`src/rtl/wsa_adc_if.sv`:
```
// Settings-bus bundle for wsa_adc_interface: one-cycle write strobe with address and data.
interface wsa_adc_if;
  logic [6:0]  serial_addr;
  logic [31:0] serial_data;
  logic        serial_strobe;

  modport master (output serial_addr, output serial_data, output serial_strobe);
  modport slave  (input  serial_addr, input  serial_data, input  serial_strobe);
endinterface

```
`src/rtl/wsa_adc_interface.sv`:
```
// Dual-ADC front end: DC-offset removal, saturation and channel mux into the DDC inputs.
// Optional RSSI accumulator and over-range counter are built when WSA_ADC_RSSI_EN is defined.
module wsa_adc_interface (
  input  logic        clock,
  input  logic        reset,
  input  logic        enable,
  wsa_adc_if.slave    sbus,
  input  logic [11:0] rx_a_a,
  input  logic [11:0] rx_b_a,
  output logic [15:0] ddc0_in_i,
  output logic [15:0] ddc0_in_q,
  output logic [3:0]  rx_numchan,
  output logic [31:0] rssi_0
);

  logic [15:0] off_a_q, off_a_d, off_b_q, off_b_d;
  logic [7:0]  rx_mux_q, rx_mux_d;
  logic [1:0]  dco_en_q, dco_en_d;
  logic [15:0] s1_a_q, s1_a_d, s1_b_q, s1_b_d;
  logic [15:0] s2_a_q, s2_a_d, s2_b_q, s2_b_d;
  logic [15:0] out_i_q, out_i_d, out_q_q, out_q_d;
  logic        unused_data;

  assign unused_data = ^sbus.serial_data[31:16];

  // Signed subtract with clamp to the 16-bit two's-complement range.
  function automatic logic [15:0] sat_sub(input logic [15:0] x, input logic [15:0] y);
    logic [16:0] diff;
    diff = {x[15], x} - {y[15], y};
    if (diff[16] != diff[15]) return diff[16] ? 16'h8000 : 16'h7FFF;
    return diff[15:0];
  endfunction

  function automatic logic [15:0] sel_chan(input logic [1:0] sel, input logic [15:0] a,
                                           input logic [15:0] b);
    case (sel)
      2'd0:    return a;
      2'd1:    return b;
      default: return 16'h0000;
    endcase
  endfunction

  always_comb begin
    off_a_d  = off_a_q;
    off_b_d  = off_b_q;
    rx_mux_d = rx_mux_q;
    dco_en_d = dco_en_q;
    if (sbus.serial_strobe) begin
      case (sbus.serial_addr)
        7'd10:   off_a_d  = sbus.serial_data[15:0];
        7'd11:   off_b_d  = sbus.serial_data[15:0];
        7'd38:   rx_mux_d = sbus.serial_data[7:0];
        7'd39:   dco_en_d = sbus.serial_data[1:0];
        default: ;
      endcase
    end
    s1_a_d  = enable ? {rx_a_a, 4'b0000} : 16'h0000;
    s1_b_d  = enable ? {rx_b_a, 4'b0000} : 16'h0000;
    s2_a_d  = dco_en_q[0] ? sat_sub(s1_a_q, off_a_q) : s1_a_q;
    s2_b_d  = dco_en_q[1] ? sat_sub(s1_b_q, off_b_q) : s1_b_q;
    out_i_d = sel_chan(rx_mux_q[5:4], s2_a_q, s2_b_q);
    out_q_d = sel_chan(rx_mux_q[7:6], s2_a_q, s2_b_q);
  end

  always_ff @(posedge clock or posedge reset) begin
    if (reset) begin
      off_a_q  <= '0;
      off_b_q  <= '0;
      rx_mux_q <= '0;
      dco_en_q <= '0;
      s1_a_q   <= '0;
      s1_b_q   <= '0;
      s2_a_q   <= '0;
      s2_b_q   <= '0;
      out_i_q  <= '0;
      out_q_q  <= '0;
    end else begin
      off_a_q  <= off_a_d;
      off_b_q  <= off_b_d;
      rx_mux_q <= rx_mux_d;
      dco_en_q <= dco_en_d;
      s1_a_q   <= s1_a_d;
      s1_b_q   <= s1_b_d;
      s2_a_q   <= s2_a_d;
      s2_b_q   <= s2_b_d;
      out_i_q  <= out_i_d;
      out_q_q  <= out_q_d;
    end
  end

  assign ddc0_in_i  = out_i_q;
  assign ddc0_in_q  = out_q_q;
  assign rx_numchan = rx_mux_q[3:0];

`ifdef WSA_ADC_RSSI_EN
  logic [25:0] acc_q, acc_d;
  logic [15:0] ovr_q, ovr_d;
  logic [11:0] top_a, mag_a;
  logic        ovr_hit, ovr_clr;

  // Leaky integrator settles at 1024*|A|, so acc[25:10] tracks the mean magnitude.
  always_comb begin
    top_a   = s1_a_q[15:4];
    mag_a   = top_a;
    if (top_a == 12'h800)  mag_a = 12'h7FF;
    else if (top_a[11])    mag_a = -top_a;
    acc_d   = acc_q + {14'b0, mag_a} - {10'b0, acc_q[25:10]};
    ovr_hit = (top_a == 12'h7FF) || (top_a == 12'h800);
    ovr_clr = sbus.serial_strobe && (sbus.serial_addr == 7'd40);
    ovr_d   = ovr_q;
    if (ovr_clr)                          ovr_d = 16'h0000;
    else if (ovr_hit && ovr_q != 16'hFFFF) ovr_d = ovr_q + 16'd1;
  end

  always_ff @(posedge clock or posedge reset) begin
    if (reset) begin
      acc_q <= '0;
      ovr_q <= '0;
    end else begin
      acc_q <= acc_d;
      ovr_q <= ovr_d;
    end
  end

  assign rssi_0 = {ovr_q, acc_q[25:10]};
`else
  assign rssi_0 = 32'h0000_0000;
`endif

endmodule

```
`src/flat_wrapper.sv`:
```
// flat-port wrapper written by rule: the top's interface ports become plain ports
module wsa_adc_interface_flat 
  (clock, reset, enable, rx_a_a, rx_b_a, ddc0_in_i, ddc0_in_q, rx_numchan, rssi_0, sbus_serial_addr, sbus_serial_data, sbus_serial_strobe);
  wsa_adc_if sbus_i ();
  input  logic clock;
  input  logic reset;
  input  logic enable;
  input  logic [11:0] rx_a_a;
  input  logic [11:0] rx_b_a;
  output logic [15:0] ddc0_in_i;
  output logic [15:0] ddc0_in_q;
  output logic [3:0] rx_numchan;
  output logic [31:0] rssi_0;
  input wire logic [$bits(sbus_i.serial_addr)-1:0] sbus_serial_addr;
  input wire logic [$bits(sbus_i.serial_data)-1:0] sbus_serial_data;
  input wire logic [$bits(sbus_i.serial_strobe)-1:0] sbus_serial_strobe;
  assign sbus_i.serial_addr = sbus_serial_addr;
  assign sbus_i.serial_data = sbus_serial_data;
  assign sbus_i.serial_strobe = sbus_serial_strobe;
  wsa_adc_interface u_core (.clock(clock), .reset(reset), .enable(enable), .sbus(sbus_i), .rx_a_a(rx_a_a), .rx_b_a(rx_b_a), .ddc0_in_i(ddc0_in_i), .ddc0_in_q(ddc0_in_q), .rx_numchan(rx_numchan), .rssi_0(rssi_0));
endmodule
```
`config.mk`:
```
export PLATFORM = sky130hd
export DESIGN_NAME = wsa_adc_interface_flat
export DESIGN_NICKNAME = d
export VERILOG_FILES = /design/src/rtl/wsa_adc_if.sv /design/src/rtl/wsa_adc_interface.sv /design/src/flat_wrapper.sv
export SDC_FILE = /design/constraint.sdc
export NUM_CORES = 1
export LEC_CHECK = 0
export CAP_MARGIN = 30
export CORE_MARGIN = 2
export CORE_UTILIZATION = 57
export CTS_BUF_LIST = sky130_fd_sc_hd__clkbuf_16
export DETAILED_ROUTE_END_ITERATION = 8
export PLACE_DENSITY = 0.87
export REMOVE_ABC_BUFFERS = 1
export SYNTH_ARGS = -nofsm -noshare
export SYNTH_HDL_FRONTEND = slang
export SYNTH_SLANG_ARGS = --single-unit
export TNS_END_PERCENT = 50
```
`constraint.sdc`:
```
create_clock -name clock -period 8.01 [get_ports clock]
set_input_delay 1.602 -clock clock [delete_from_list [all_inputs] [get_ports clock]]
set_output_delay 1.602 -clock clock [all_outputs]
set_load 0.01 [all_outputs]
```
==> impl_results.md <==
- Outcome: finished, final reports clean
- Critical path peak fanout: 11
- Worst vdd ir: 0.123 mV
- Synth Instances: 666
- P_sw: 665 µW
- CP peak stage delay: 850 ps
- Clock Latency Late Sink: 410 ps
- Synth Warn #: 0
- Critical path data arrival time: 4070 ps
- Hold buffers post-CTS: 0
- Leakage: 0.00375 µW
- Post-Syn Area: 6960 µm²
- RSZ-0062 raised after global routing: false
- # port buffers: 86
- Clock Path Buffers: 2
- Final HPWL DP: 11700 µm
- DR iter-0 viols: 292
- Routed via count: 5207
- Die X: 115 µm
- Pwr dens: 257 nW/µm²
- Area grow syn2layout: 20.1%
- Core box area: 12000 µm²
- Setup TNS: 0 ps
- Commonest non-fill, non-tap cell in the layout: dfrtp_1
- Clock Root Buffer: clkbuf_16
- Vias in the first global route: 5079
- Async S/R FF share, synth: 1.00
- Crit start category: flop
- Wire per inst: 17.8 µm
- Total Wirelength: 16100 µm
- #FFs+latches synth: 130
- Sequential area share after synthesis: 0.467
- Part of the power in the clock network: 0.357
- RePlAce Congestion: 0.933
- CTS tree: built
- N_diodes: 0
- Number of setup buffers added after CTS: 0
- Clock skew: 9.59 ps
- Final ANT Viol Nets: 0
- Nets@finish: 834
- Site Rows: 40
- Most frequent cells in the layout: 130 x dfrtp_1, 86 x clkdlybuf4s50_1, 74 x nor2_1
- Sequential Power Share: 0.383
- Share of layout cells above drive strength 1: 0.114
- TritonCTS Sinks: 130
- Worst-margin pin slew: 990 ps
- Initial antenna violation count: 0
- Global-route wire length before repair: 25800 µm
- Worst Hold Class: reg -> reg
- Final period util: 0.477
- Post-synth EDFFs: 0
- Power Internal: 1480 µW
- Syn Area/Cell: 10.5 µm²
- Max Fclk: 261 MHz
- Kind of cell adding the most delay to the critical path: compound AO/OA/AOI/OAI gates
- Max Slew Vio Count: 0
- DRC: 0
- Most used cell, CP: a211oi_1
- CP Data Required Time: 8260 ps
- PostCTS Resize Cnt: 0
- Final Hold Viols: 0
- Top-level I/O count: 135
- Clk slew on worst S/H paths: 60 ps
- Switching share of power: 0.310
- Final Util: 0.699
- Combinational share of power: 0.260
- Largest net degree at the start of global routing: 83
- Kind of critical path: reg -> reg
- TritonCTS buffer count: 17
- Starting Density: 0.582
- Slew Limit Headroom: 0.338
- H-tree levels: 4
- Crit-path slowest cell: nor2b_1
- Overflow after GRT: 0
- Drt first pass iters: 6
- Gr usage total: 0.257
- Worst Path Buf+Inv: 0
- Critical-path cell list: ha_1 > and3_1 > a211oi_1 > a21oi_1 > a311oi_4 > nor2b_1 > a211oi_1 > o31ai_1
- Tmin final: 3820 ps
- Synth cell types: 57
- Setup violators final: 0
- Die Span Y: 115 µm
- Die ar.: 13100 µm²
- DR vias/cell: 5.78
- Worst setup EP type: flop
- Max-cap viol count: 0
- Reg2reg setup slack: 4190 ps
- Main synth FF type: dfrtp_1
power groups by stage:
stage / registers [µW] / clock network [µW] / logic [µW]
after detailed placement: 832 / 0 / 546
after floorplan: 835 / 0 / 320
after CTS: 821 / 769 / 554
after global routing: 832 / 802 / 611
final: 822 / 765 / 558
after global placement: 824 / 0 / 526
path summary, 6_finish.rpt:
kind,end,cells after the start,startpoint
max in group asynchronous,u_core.s1_b_q[8],4,reset
hold reg to reg,u_core.off_a_q[8],1,u_core.off_a_q[8]
hold / removal,u_core.off_a_q[8],1,u_core.off_a_q[8]
min in group asynchronous,u_core.ddc0_in_q[1],2,reset
setup / recovery,u_core.s2_a_q[8],8,u_core.s1_a_q[6]
setup reg to reg,u_core.s2_a_q[8],8,u_core.s1_a_q[6]
sequential cells by signal (all words and copies together), names as in the netlist:
signal,cells
u_core.ddc0_in_i,16
u_core.ddc0_in_q,16
u_core.off_a_q,16
u_core.off_b_q,16
u_core.s2_a_q,16
u_core.s2_b_q,16
u_core.s1_a_q,12
u_core.s1_b_q,12
u_core.rx_mux_q,8
u_core.dco_en_q,2
through the flow:
stage | worst slack [ps] | cell area (µm²) | total power, µW | hold slack [ps] | std cells
5_1_grt | 4060 | 8360 | 2240 | 517 | 901
2_1_floorplan | 2940 | 6690 | 1150 | 457 | 633
4_1_cts | 4310 | 8330 | 2140 | 507 | 900
3_5_place_dp | 4050 | 7750 | 1380 | 495 | 868
6_report | 4190 | 8360 | 2150 | 504 | 901
3_3_place_gp | 4210 | 7750 | 1350 | 491 | 868
layer usage:
metal | share of wire | global-route usage | vias up
met5 | 0 | 0 | -
met4 | 0.034 | 0.102 | 0
met3 | 0.046 | 0.0471 | 47
met2 | 0.50 | 0.436 | 209
met1 | 0.42 | 0.327 | 2522
li1 | - | - | 2429
kinds of logic after synthesis:
kind of cell	after synthesis	synth area share
adder cells (fa/ha/maj)	26	0.0467
multiplexers	75	0.115
AND/OR/NAND/NOR	172	0.121
AO/OA/AOI/OAI	141	0.144
buffers and inverters	96	0.0737
XOR/XNOR	25	0.0315
flip-flops	130	0.467
other	1	0.000539
synthesized netlist by cell type, types with 2 or more instances:
master	count	area [µm²]
a21boi_1	2	15.0
clkbuf_1	21	78.8
inv_1	31	116
or2_2	3	18.8
o41ai_1	2	17.5
nor3b_1	2	15.0
o211ai_1	14	105
a21oi_1	36	180
xnor2_1	14	123
o31ai_1	3	22.5
nor4bb_1	2	20.0
nor2b_1	5	31.3
a211oi_2	2	25.0
xor2_1	11	96.3
a211oi_1	14	105
mux2i_1	34	340
and2_1	30	188
nor3_1	7	35.0
a31oi_1	11	68.8
nand2b_1	3	18.8
dfrtp_1	130	3250
or3_1	2	12.5
nand2_1	23	86.3
o311ai_0	6	52.6
o21ai_0	13	65.1
buf_4	37	278
nand3_1	8	40.0
mux2_2	41	462
nor2_1	74	278
ha_1	26	325
a21boi_0	2	15.0
a21o_1	14	105
o21a_1	11	82.6
buf_2	5	25.0
and3_1	5	31.3
final cells by class:
type                            instances  area (µm²)
Multi-Input combinational cell        471        3310
Tap cell                              147         184
Inverter                               32         123
Fill cell                             869        3600
Clock inverter                         15         158
Timing Repair Buffer                   89         903
Clock buffer                           17         425
Sequential cell                       130        3250
(Power assumes the default switching activity.)
